**src/rtl/vcxo_pump_modulator_pkg.sv**
```systemverilog
// Shared constants and types for the VCXO charge-pump modulator.
// PERIOD/DUTY_INIT defaults track the loop controller's PWM_max and initial PWM.
package vcxo_pump_modulator_pkg;

    localparam int unsigned PERIOD_DEFAULT        = 60000;
    localparam int unsigned DUTY_INIT_DEFAULT     = 30000;
    localparam int unsigned STABLE_CYCLES_DEFAULT = 4;
    localparam int unsigned DW_DEFAULT            = 32;

    typedef enum logic {
        MODE_PWM = 1'b0,
        MODE_SD  = 1'b1
    } mode_e;

    typedef struct packed {
        logic        clamped;
        logic [15:0] duty;
    } duty_t;

endpackage

```
**src/rtl/vcxo_duty_sync.sv**
```systemverilog
// Retimes a quasi-static control word from a foreign domain and only accepts
// it after it has been seen unchanged for STABLE_CYCLES consecutive samples.
module vcxo_duty_sync #(
    parameter int unsigned   DW            = 32,
    parameter int unsigned   STABLE_CYCLES = 4,
    parameter logic [DW-1:0] INIT          = '0
) (
    input  logic          i_clk,
    input  logic          i_rst_n,
    input  logic [DW-1:0] i_word,
    output logic [DW-1:0] o_pending
);

    localparam int unsigned   SW       = $clog2(STABLE_CYCLES + 1);
    localparam logic [SW-1:0] STAB_MAX = SW'(STABLE_CYCLES);
    localparam logic [SW-1:0] STAB_ONE = SW'(1);

    logic [DW-1:0] r_s1;
    logic [DW-1:0] r_s2;
    logic [DW-1:0] r_pending;
    logic [SW-1:0] r_stab;
    logic          w_same;

    assign w_same    = (r_s1 == r_s2);
    assign o_pending = r_pending;

    // Sample chain, saturating stability counter and accept register.
    always_ff @(posedge i_clk) begin
        if (!i_rst_n) begin
            r_s1      <= INIT;
            r_s2      <= INIT;
            r_stab    <= '0;
            r_pending <= INIT;
        end else begin
            r_s1 <= i_word;
            r_s2 <= r_s1;
            if (!w_same) begin
                r_stab <= '0;
            end else if (r_stab != STAB_MAX) begin
                r_stab <= r_stab + STAB_ONE;
            end else begin
                r_stab <= r_stab;
            end
            // Load only on the transition into the saturated state.
            if (w_same && (r_stab == (STAB_MAX - STAB_ONE))) begin
                r_pending <= r_s2;
            end else begin
                r_pending <= r_pending;
            end
        end
    end

endmodule

```
**src/rtl/vcxo_pump_modulator.sv**
```systemverilog
// Charge-pump modulator: clamps the accepted duty word once per period and
// drives the pump pin as classic PWM or first-order sigma-delta.
module vcxo_pump_modulator
    import vcxo_pump_modulator_pkg::*;
#(
    parameter int unsigned PERIOD        = PERIOD_DEFAULT,
    parameter int unsigned DUTY_INIT     = DUTY_INIT_DEFAULT,
    parameter int unsigned STABLE_CYCLES = STABLE_CYCLES_DEFAULT,
    parameter int unsigned DW            = DW_DEFAULT
) (
    input  logic                 pwm_clk_in,
    input  logic                 reset_n,
    input  logic signed [DW-1:0] PWM,
    input  logic                 mode,
    input  logic                 enable,
    output logic                 pump,
    output logic [15:0]          duty_active,
    output logic                 period_strobe,
    output logic                 duty_update,
    output logic                 clamped
);

    localparam logic [15:0]          CNT_LAST  = 16'(PERIOD - 1);
    localparam logic [15:0]          PERIOD_16 = 16'(PERIOD);
    localparam logic [16:0]          PERIOD_17 = 17'(PERIOD);
    localparam logic [15:0]          DUTY_RST  = 16'(DUTY_INIT);
    localparam logic signed [DW-1:0] ZERO_S    = '0;
    localparam logic signed [DW-1:0] PERIOD_S  = DW'(PERIOD);

    function automatic duty_t clamp_duty(input logic signed [DW-1:0] p);
        duty_t d;
        if (p < ZERO_S) begin
            d.clamped = 1'b1;
            d.duty    = 16'd0;
        end else if (p > PERIOD_S) begin
            d.clamped = 1'b1;
            d.duty    = PERIOD_16;
        end else begin
            d.clamped = 1'b0;
            d.duty    = p[15:0];
        end
        return d;
    endfunction

    logic [DW-1:0] w_pending;
    duty_t         w_load;
    logic          w_wrap;
    logic [15:0]   w_cnt_next;
    logic [16:0]   w_sum;
    logic          w_pump_next;
    logic [15:0]   w_acc_next;

    logic [15:0]   r_cnt;
    logic [15:0]   r_acc;
    logic [15:0]   r_duty;
    mode_e         r_mode_act;
    logic          r_pump;
    logic          r_strobe;
    logic          r_update;
    logic          r_clamped;

    vcxo_duty_sync #(
        .DW            (DW),
        .STABLE_CYCLES (STABLE_CYCLES),
        .INIT          (DW'(DUTY_INIT))
    ) u_sync (
        .i_clk     (pwm_clk_in),
        .i_rst_n   (reset_n),
        .i_word    (PWM),
        .o_pending (w_pending)
    );

    assign w_load     = clamp_duty($signed(w_pending));
    assign w_wrap     = (r_cnt == CNT_LAST);
    assign w_cnt_next = w_wrap ? 16'd0 : (r_cnt + 16'd1);

    // Next pump bit and accumulator for the active modulation mode.
    always_comb begin
        w_sum       = {1'b0, r_acc} + {1'b0, r_duty};
        w_pump_next = 1'b0;
        w_acc_next  = 16'd0;
        case (r_mode_act)
            MODE_SD: begin
                if (w_sum >= PERIOD_17) begin
                    w_pump_next = 1'b1;
                    w_acc_next  = 16'(w_sum - PERIOD_17);
                end else begin
                    w_pump_next = 1'b0;
                    w_acc_next  = w_sum[15:0];
                end
            end
            default: begin
                w_pump_next = (r_cnt < r_duty);
                w_acc_next  = 16'd0;
            end
        endcase
    end

    // Period counter, duty/mode reload at the wrap, and registered pump drive.
    always_ff @(posedge pwm_clk_in) begin
        if (!reset_n) begin
            r_cnt      <= 16'd0;
            r_acc      <= 16'd0;
            r_duty     <= DUTY_RST;
            r_mode_act <= MODE_PWM;
            r_pump     <= 1'b0;
            r_strobe   <= 1'b0;
            r_update   <= 1'b0;
            r_clamped  <= 1'b0;
        end else if (!enable) begin
            // Idle: hold a fresh period ready while duty and mode track inputs.
            r_cnt      <= 16'd0;
            r_acc      <= 16'd0;
            r_pump     <= 1'b0;
            r_strobe   <= 1'b0;
            r_duty     <= w_load.duty;
            r_clamped  <= w_load.clamped;
            r_mode_act <= mode_e'(mode);
            r_update   <= (w_load.duty != r_duty);
        end else begin
            r_cnt    <= w_cnt_next;
            r_pump   <= w_pump_next;
            r_strobe <= (w_cnt_next == CNT_LAST);
            if (w_wrap) begin
                r_acc      <= 16'd0;
                r_duty     <= w_load.duty;
                r_clamped  <= w_load.clamped;
                r_mode_act <= mode_e'(mode);
                r_update   <= (w_load.duty != r_duty);
            end else begin
                r_acc      <= w_acc_next;
                r_duty     <= r_duty;
                r_clamped  <= r_clamped;
                r_mode_act <= r_mode_act;
                r_update   <= 1'b0;
            end
        end
    end

    assign pump          = r_pump;
    assign duty_active   = r_duty;
    assign period_strobe = r_strobe;
    assign duty_update   = r_update;
    assign clamped       = r_clamped;

endmodule

```
**config.mk**
```make
export PLATFORM = sky130hd
export DESIGN_NAME = vcxo_pump_modulator
export DESIGN_NICKNAME = d
export VERILOG_FILES = /design/src/rtl/vcxo_pump_modulator_pkg.sv /design/src/rtl/vcxo_duty_sync.sv /design/src/rtl/vcxo_pump_modulator.sv
export SDC_FILE = /design/constraint.sdc
export NUM_CORES = 1
export LEC_CHECK = 0
export BUFFER_PORTS_ARGS = -buffer_cell sky130_fd_sc_hd__buf_2
export CORE_MARGIN = 4
export CORE_UTILIZATION = 37
export CTS_BUF_LIST = sky130_fd_sc_hd__clkbuf_4 sky130_fd_sc_hd__clkbuf_8
export DETAILED_ROUTE_END_ITERATION = 12
export HOLD_SLACK_MARGIN = 0.08
export PLACE_DENSITY = 0.61
export SETUP_SLACK_MARGIN = 0.2
export SLEW_MARGIN = 40
export SYNTH_ARGS = -nofsm -noshare
export SYNTH_HDL_FRONTEND = slang
export SYNTH_SLANG_ARGS = --single-unit
```
**constraint.sdc**
```tcl
create_clock -name pwm_clk_in -period 3.1 [get_ports pwm_clk_in]
set_input_delay 0.155 -clock pwm_clk_in [delete_from_list [all_inputs] [get_ports pwm_clk_in]]
set_output_delay 0.155 -clock pwm_clk_in [all_outputs]
set_load 0.02 [all_outputs]
```
==> results of run 1 <==
==> routing by layer <==
layer	global-route usage, %	part of all wire [%]	up-vias
met2	28.16	46	114
met1	24.24	49	3079
met4	5.938	2.3	0
met5	0	0	-
li1	-	-	3325
met3	3.411	3.5	26
==> per-stage QoR <==
stage                     worst slack (ns)  hold WS, ns  utilization [%]  TNS [ns]
after floorplan                   -0.08692       0.2565                -   -0.1445
after global placement             -0.1195       0.3360            42.32   -0.4025
after detailed placement           -0.1542       0.3413            42.32   -0.7552
after CTS                          -0.1323       0.3750            46.85   -0.4797
after global routing               -0.2983       0.3871            47.63    -2.795
final                              -0.2089       0.4027            47.63    -1.566
==> cell families after synthesis <==
group / after synthesis / synth area share (%)
buf+inv: 66 / 3.489
compound gates: 170 / 15.26
xor+xnor: 59 / 6.797
simple gates: 327 / 23.47
mux: 35 / 4.608
flops: 152 / 40.03
fa+ha+maj: 38 / 6.353
==> power groups by stage <==
stage	sequential, mW	combinational [mW]	clock [mW]
after floorplan	2.08	0.159	0
after global placement	2.08	0.259	0
after detailed placement	2.08	0.261	0
after CTS	2.04	0.306	1.66
after global routing	2.04	0.349	1.74
final	2.03	0.318	1.61
==> placed cells by master (no fill, tap or decap), types with 4 or more instances in the layout <==
master / count
nand2_1: 46
mux2i_1: 35
nor2_1: 51
nand3_1: 29
buf_6: 8
o21ai_0: 28
a31oi_1: 11
clkbuf_8: 17
buf_2: 55
buf_4: 67
inv_8: 6
nand2b_1: 20
nor2b_1: 27
nor3b_1: 4
a211oi_1: 4
and2_1: 54
nor3_1: 16
o21a_1: 4
dfxtp_1: 151
or3_1: 4
nor4_1: 18
clkinv_8: 5
nand4_1: 18
a211o_1: 4
o21bai_1: 4
inv_1: 29
o22ai_1: 6
dlygate4sd3_1: 36
or2_2: 6
ha_1: 35
a21oi_1: 39
xnor2_1: 16
and3_1: 12
a21o_1: 14
xor2_1: 42
o211ai_1: 10
==> sequential cells by signal, indices dropped and copies added (netlist names) <==
name and flops:
duty_active 16, r_cnt 16, clamped 1, u_sync.o_pending 32, u_sync.r_stab 3, u_sync.r_s2 32
duty_update 1, r_acc 16, r_mode_act 1, u_sync.r_s1 32, period_strobe 1, pump 1
==> worst register-to-register path: stages (launching register included) <==
cell and delay [ns]:
dfxtp_4 0.36, ha_4 0.16, fa_2 0.34, a211o_4 0.38
a211o_1 0.32, a211o_1 0.32, a211oi_4 0.28, a2111oi_4 0.11
buf_4 0.17, o311a_4 0.36, or3_1 0.32, a31oi_1 0.13
==> layout make-up <==
type / count / share of cell area, %
sequential: 152 / 31.61
multi-input combinational: 629 / 46.46
clock inverter: 15 / 2.116
clock buffer: 17 / 2.428
tap: 270 / 3.505
timing repair buffer: 166 / 12.75
inverter: 29 / 1.129
==> path summary, 6_finish.rpt <==
check                       start         endpoint  slack [ns]  cells after the start
hold reg to reg   u_sync.r_s1[10]  u_sync.r_s2[10]        0.46                      1
hold / removal             PWM[8]   u_sync.r_s1[8]        0.40                      3
setup reg to reg   duty_active[0]        r_acc[13]       -0.21                     11
setup / recovery   duty_active[0]        r_acc[13]       -0.21                     11
==> what timing repair did <==
action | 4_1_cts | 5_1_grt
setup buffers | 6 | 8
endpoints found under the hold margin | 35 | 0
pin swaps | 3 | 11
hold buffers | 36 | 0
setup endpoints to repair | 12 | 12
gates resized for setup | 15 | 18
==> results.md, run 1 <==
- Status: finished with violations
- Failing checks: setup timing
- Worst Path Arrival: around 3.7 ns
- Share of power burned in registers: a little over 50%
- Storage element area: a little over 3000 µm²
- DIE HEIGHT: ~150 µm
- Cells after DPL: roughly 1200
- Maximum VDD drop: approximately 0.00029 V
- DRT iter0 DRCs: about 400
- Sequential area share after synthesis: around 40%
- Syn Inst Count: between 800 and 900
- FMAX: about 300 MHz
- Buf/Inv on CP: 1
- GRT Util Overall: ~18%
- Buffers on Ports: 55
- Clock share of power: about two fifths
- Asr flop ratio synth: 0%
- Synth unique cells: between 60 and 70
- Via count: around 6500
- First-pass GRT wire length: 32120 µm
- Residual DRC: 0
- CTS tree: yes
- Prevailing post-synth register cell: dfxtp_1
- Pwr Total: around 4.0 mW
- Number of synthesized register bits: roughly 150
- Max Fanout on Critical Path: 8
- CP max stage cell: a211o_4
- Lkg Pwr: 4.217 nW
- Cell Area, Placed: 8563 µm²
- Share of the synthesized area in the top cell type: about 40%
- # IOs: 56
- Antenna viol nets, final: 0
- Most frequent cell after synthesis: dfxtp_1
- CP Class: register to register
- Hold crit path type: input port to register
- Dpl hpwl: 14430 µm
- Crit path cell chain: ha_4 -> fa_2 -> a211o_4 -> a211o_1 -> a211o_1 -> a211oi_4 -> a2111oi_4 -> buf_4 -> o311a_4 -> or3_1 -> a31oi_1
- Multi-input gate area: around 4500 µm²
- First-pass DRT Iterations: 5
- Sw Ratio: between 20 and 30%
- Setup ws final: -0.2089 ns
- Die X: between 150 and 200 µm
- Worst path most repeated cell: a211o_1
- Sink Count: roughly 150
- Largest net degree at the start of global routing: 104
- Pwr/cell area: 411.4 nW/µm²
- Maximum buffer depth of the clock tree: 2
- Die area: 22900 µm²
- Logic pwr share: 8.0%
- Total CTS buffers: 17
- Crit-path max cell delay: around 0.38 ns
- Clk_lat worst skew: around 0.46 ns
- Final Skew: roughly 0.017 ns
- Core area: between 20000 and 25000 µm²
- ANT cells: 0
- Initial Utilization: 37.57%
- Synth Warn #: 0
- RSZ-0062 raised after global routing: true
- Psw: around 1.1 mW
- Initial antenna violation count: 0
- CP Launch Type: register
- Syn_area_per_cell: between 8 and 9 µm²
- Top cell type by total area after synthesis: dfxtp_1
- Commonest cells post-synth: 152 x dfxtp_1, 54 x and2_1, 52 x nor2_1, 48 x nand2_1, 43 x xor2_1
- Slew margin rel.: 59.11%
- Clock-pin slew on the worst setup and hold paths: 0.11 ns
- CTS root buffer: clkbuf_8
- Final worst path period share: 106.7%
- Std-Cell Rows: 52
- Max Slew Vio Count: 0
- GRT overflow: 0
- Post-route cell area: 9638 µm²
- Worst Path Required: 3.49 ns
- Fin. Hold Viols: 0
- Crit path capture type: register
- Delay-heaviest family, CP: compound AO/OA/AOI/OAI gates
- Post-route non-filler standard cell count: ~1300
- Vias in the first global route: approximately 6300
- Max-cap violations: 0
- Worst Max-Slew Pin Slew: about 0.61 ns
- Post-synth EDFFs: 0
- Htree depth: 4
- Internal power: between 2 and 3 mW
- Vias per std cell: 5.121
- Area growth from synthesis to layout: 26.78%
- Final WL: between 15000 and 20000 µm
- Net Count, Synth: just over 900
- Synth Cell Area: approximately 7600 µm²
- Layout cells sized above 1: 19.64%
- Fin nets: about 1100
- Drt wl/cell: ~15 µm
- Largest cells by area after synthesis: dfxtp_1 40%, ha_1 6.1%, xor2_1 5.0%, mux2i_1 4.6%, and2_1 4.4%
- Fin crit period: approximately 3.3 ns
- Fillers: between 1500 and 2000
- Setup violations, final: 12
- Gpl congestion: between 0.9 and 1
No activity file was read; power rests on OpenSTA's default activity.
==> inputs of run 2 (changes only) <==
--- a/config.mk
+++ b/config.mk
@@ -12,6 +12,7 @@
 export DETAILED_ROUTE_END_ITERATION = 12
 export HOLD_SLACK_MARGIN = 0.08
 export PLACE_DENSITY = 0.61
+export REMOVE_ABC_BUFFERS = 1
 export SETUP_SLACK_MARGIN = 0.2
 export SLEW_MARGIN = 40
 export SYNTH_ARGS = -nofsm -noshare
==> constraint.sdc (replaced) <==
create_clock -name pwm_clk_in -period 3.1 [get_ports pwm_clk_in]
set_input_delay 0.155 -clock pwm_clk_in [delete_from_list [all_inputs] [get_ports pwm_clk_in]]
set_output_delay 0.155 -clock pwm_clk_in [all_outputs]
set_load 0.005 [all_outputs]
==> run 2 against run 1 <==
Against the previous run: the flow still finishes with violations (setup timing); die area stayed put; core utilization is 0.80 points lower; final area is 1.7% lower; wire length is 3.9% lower; sequential share of layout area is 0.53 points higher; sequential cell count stayed put; hold slack better by 0.017 ns; worst setup slack better by 0.062 ns; maximum frequency is 1.9% higher; combinational power is 6% lower; total power is 3.4% lower; critical path depth is 1 higher.
==> results.md, run 2 (same netlist as run 1, synthesis figures left out) <==
- Status: finished with violations (unchanged)
- Failing checks: setup timing (unchanged)
- Core area: 20230 µm² (unchanged)
- Setup violations, final: 9 (was 12)
- Layout cells sized above 1: 19.00% (was 19.64%)
- Final WL: 19020 µm (was 19800 µm)
- Met1 GRT Util: 23.49% (was 24.24%)
- Initial Utilization: 37.57% (unchanged)
- Die X: 151.3 µm (unchanged)
- Most common cell after layout, fill and taps aside: dfxtp_1 (unchanged)
- Met3 Resource Use GR: 3.471% (was 3.411%)
- GRT busiest layer: met2 (unchanged)
- Die area: 22900 µm² (unchanged)
- Antenna viol nets, final: 0 (unchanged)
- Hold path start: PWM[10] (was PWM[8])
- CP Class: register to register (unchanged)
- Fin crit period: 3.247 ns (was 3.309 ns)
- Share of power burned in registers: 53.1% (was 51.3%)
- Via count: 6474 (was 6544)
- Maximum buffer depth of the clock tree: 2 (unchanged)
- Post-place setup slack: -0.3869 ns (was -0.1542 ns)
- Crit-path max cell delay: 0.42 ns (was 0.38 ns)
- Vias in the first global route: 6157 (was 6279)
- CTS root buffer: clkbuf_8 (unchanged)
- Most frequent cells in the layout: 150 x dfxtp_1, 63 x buf_4, 55 x buf_2 (was 151 x dfxtp_1, 67 x buf_4, 55 x buf_2)
- Worst Path Arrival: 3.65 ns (was 3.70 ns)
- GRT Util Overall: 17.08% (was 17.75%)
- Max Slew Vio Count: 0 (unchanged)
- DIE HEIGHT: 151.3 µm (unchanged)
- Vias per std cell: 5.098 (was 5.121)
- Cells after DPL: 1193 (was 1196)
- CTS tree: yes (unchanged)
- Pwr/cell area: 404.4 nW/µm² (was 411.4 nW/µm²)
- First-pass DRT Iterations: 5 (unchanged)
- R2R setup slack: -0.15 ns (was -0.21 ns)
- RSZ-0062 raised after global routing: true (unchanged)
- ANT cells: 0 (unchanged)
- Crit path cell chain: ha_4 -> fa_2 -> a211o_1 -> a2111oi_2 -> nand4b_1 -> buf_4 -> nand4_1 -> a2111oi_4 -> buf_4 -> o311ai_4 -> a2111oi_2 -> nand3b_1 (was ha_4 -> fa_2 -> a211o_4 -> a211o_1 -> a211o_1 -> a211oi_4 -> a2111oi_4 -> buf_4 -> o311a_4 -> or3_1 -> a31oi_1)
- Delay-heaviest family, CP: compound AO/OA/AOI/OAI gates (unchanged)
- Hold crit path type: input port to register (unchanged)
- Fin nets: 1061 (was 1069)
- CP Launch Type: register (unchanged)
- # IOs: 56 (unchanged)
- Drt wl/cell: 14.98 µm (was 15.49 µm)
- Global routing usage on met2: 27.07% (was 28.16%)
- First-pass GRT wire length: 31150 µm (was 32120 µm)
- Sink Count: 152 (unchanged)
- Sw Ratio: 26.26% (was 27.82%)
- GRT overflow: 0 (unchanged)
- Psw: 1.006 mW (was 1.103 mW)
- Maximum VDD drop: 0.0002875 V (was 0.0002922 V)
- Crit. Startpoint: duty_active[0] (unchanged)
- Worst r2r src: duty_active[0] (unchanged)
- Final worst path period share: 104.7% (was 106.7%)
- Largest net degree at the start of global routing: 107 (was 104)
- Dpl hpwl: 13970 µm (was 14430 µm)
- Logic pwr share: 7.8% (was 8.0%)
- Worst Max-Slew Pin Slew: 0.7847 ns (was 0.6111 ns)
- Max-cap violations: 0 (unchanged)
- Clock share of power: 39.1% (was 40.7%)
- DRT iter0 DRCs: 383 (was 399)
- Final Skew: 0.01741 ns (was 0.01680 ns)
- Worst Path Required: 3.50 ns (was 3.49 ns)
- CP max stage cell: a2111oi_4 (was a211o_4)
- Htree depth: 4 (unchanged)
- Hold depth: 3 (unchanged)
- Initial antenna violation count: 0 (unchanged)
- Setup ws final: -0.1467 ns (was -0.2089 ns)
- Std-Cell Rows: 52 (unchanged)
- Buffers on Ports: 55 (unchanged)
- Reg-to-reg endpoint: r_acc[14] (was r_acc[13])
- Crit path capture type: register (unchanged)
- Reg2Reg Depth: 12 (was 11)
- Residual DRC: 0 (unchanged)
- Clock-pin slew on the worst setup and hold paths: 0.09 ns (was 0.11 ns)
- Total CTS buffers: 17 (unchanged)
- Gpl congestion: 0.8450 (was 0.9032)
- Internal power: 2.825 mW (was 2.862 mW)
- Buf/Inv on CP: 2 (was 1)
- Lkg Pwr: 4.143 nW (was 4.217 nW)
- Post-route non-filler standard cell count: 1270 (was 1278)
- FMAX: 308.0 MHz (was 302.2 MHz)
- Area growth from synthesis to layout: 24.64% (was 26.78%)
- Slew margin rel.: 47.58% (was 59.11%)
- Max Fanout on Critical Path: 4 (was 8)
- Clk_lat worst skew: 0.46 ns (about the same)
- WHS Endpoint: u_sync.r_s1[10] (was u_sync.r_s1[8])
- Fin. Hold Viols: 0 (unchanged)
-- run 2: cell types whose count changed in the layout (fill, tap and decap cells not counted), moves of 3 or more --
cell / before / now
buf_4: 67 / 63
buf_6: 8 / 5
clkinv_8: 5 / 1
inv_6: 1 / 4
-- run 2: worst max path at each step --
stage                endpoint  slack [ns]  depth (start not counted)
detailed placement  r_acc[10]       -0.39                         11
CTS                  r_acc[7]       -0.12                         12
global placement    r_acc[10]       -0.27                         11
floorplan           r_acc[10]       -0.32                         11
finish              r_acc[14]       -0.15                         12
global route        r_acc[10]       -0.28                         12
-- run 2: power groups by stage --
stage / clock network (mW) / logic, mW / registers [mW]
detailed placement: 0 / 0.247 / 2.08
finish: 1.50 / 0.299 / 2.03
CTS: 1.55 / 0.292 / 2.04
global placement: 0 / 0.245 / 2.08
floorplan: 0 / 0.141 / 2.07
global route: 1.62 / 0.331 / 2.04
-- run 2: worst register-to-register path, cell delays in order, from the launching register on --
cell and delay [ns]:
dfxtp_2 0.34, ha_4 0.16, fa_2 0.36, a211o_1 0.33, a2111oi_2 0.35, nand4b_1 0.19
buf_4 0.13, nand4_1 0.12, a2111oi_4 0.42, buf_4 0.18, o311ai_4 0.11, a2111oi_2 0.36
nand3b_1 0.14
-- run 2: timing repair --
item | in CTS | in global routing
endpoints found under the setup margin | 12 | 12
setup buffers | 5 | 5
gates resized for setup | 18 | 18
hold buffers | 35 | 0
endpoints found under the hold margin | 36 | 0
pin swaps | 15 | 2
-- run 2: routing by layer --
layer	wire length [µm]	part of all wire (%)	up-vias
met5	0	0	-
met4	320	1.7	0
met3	886	4.7	20
met2	8596	45	139
met1	9219	48	3014
li1	-	-	3301
-- run 2: final cells by class --
| type | count | area, µm² |
|---|---|---|
| Inverter | 29 | 108.9 |
| Multi-Input combinational cell | 629 | 4434 |
| Timing Repair Buffer | 158 | 1155 |
| Clock inverter | 15 | 160.2 |
| Tap cell | 270 | 337.8 |
| Clock buffer | 17 | 234.0 |
| Sequential cell | 152 | 3045 |
| Fill cell | 1924 | 10760 |
-- run 2: stage by stage --
step                setup TNS [ns]  cell area (µm²)  power (mW)  hold slack, ns  util [%]
CTS                        -0.5024             9358       3.877          0.3737     46.25
floorplan                   -1.810             7446       2.213          0.2169         -
global placement            -1.732             8497       2.326          0.3364     41.99
global route                -2.340             9475       3.998          0.4037     46.83
finish                      -1.007             9475       3.832          0.4194     46.83
detailed placement          -3.062             8497       2.329          0.3375     41.99
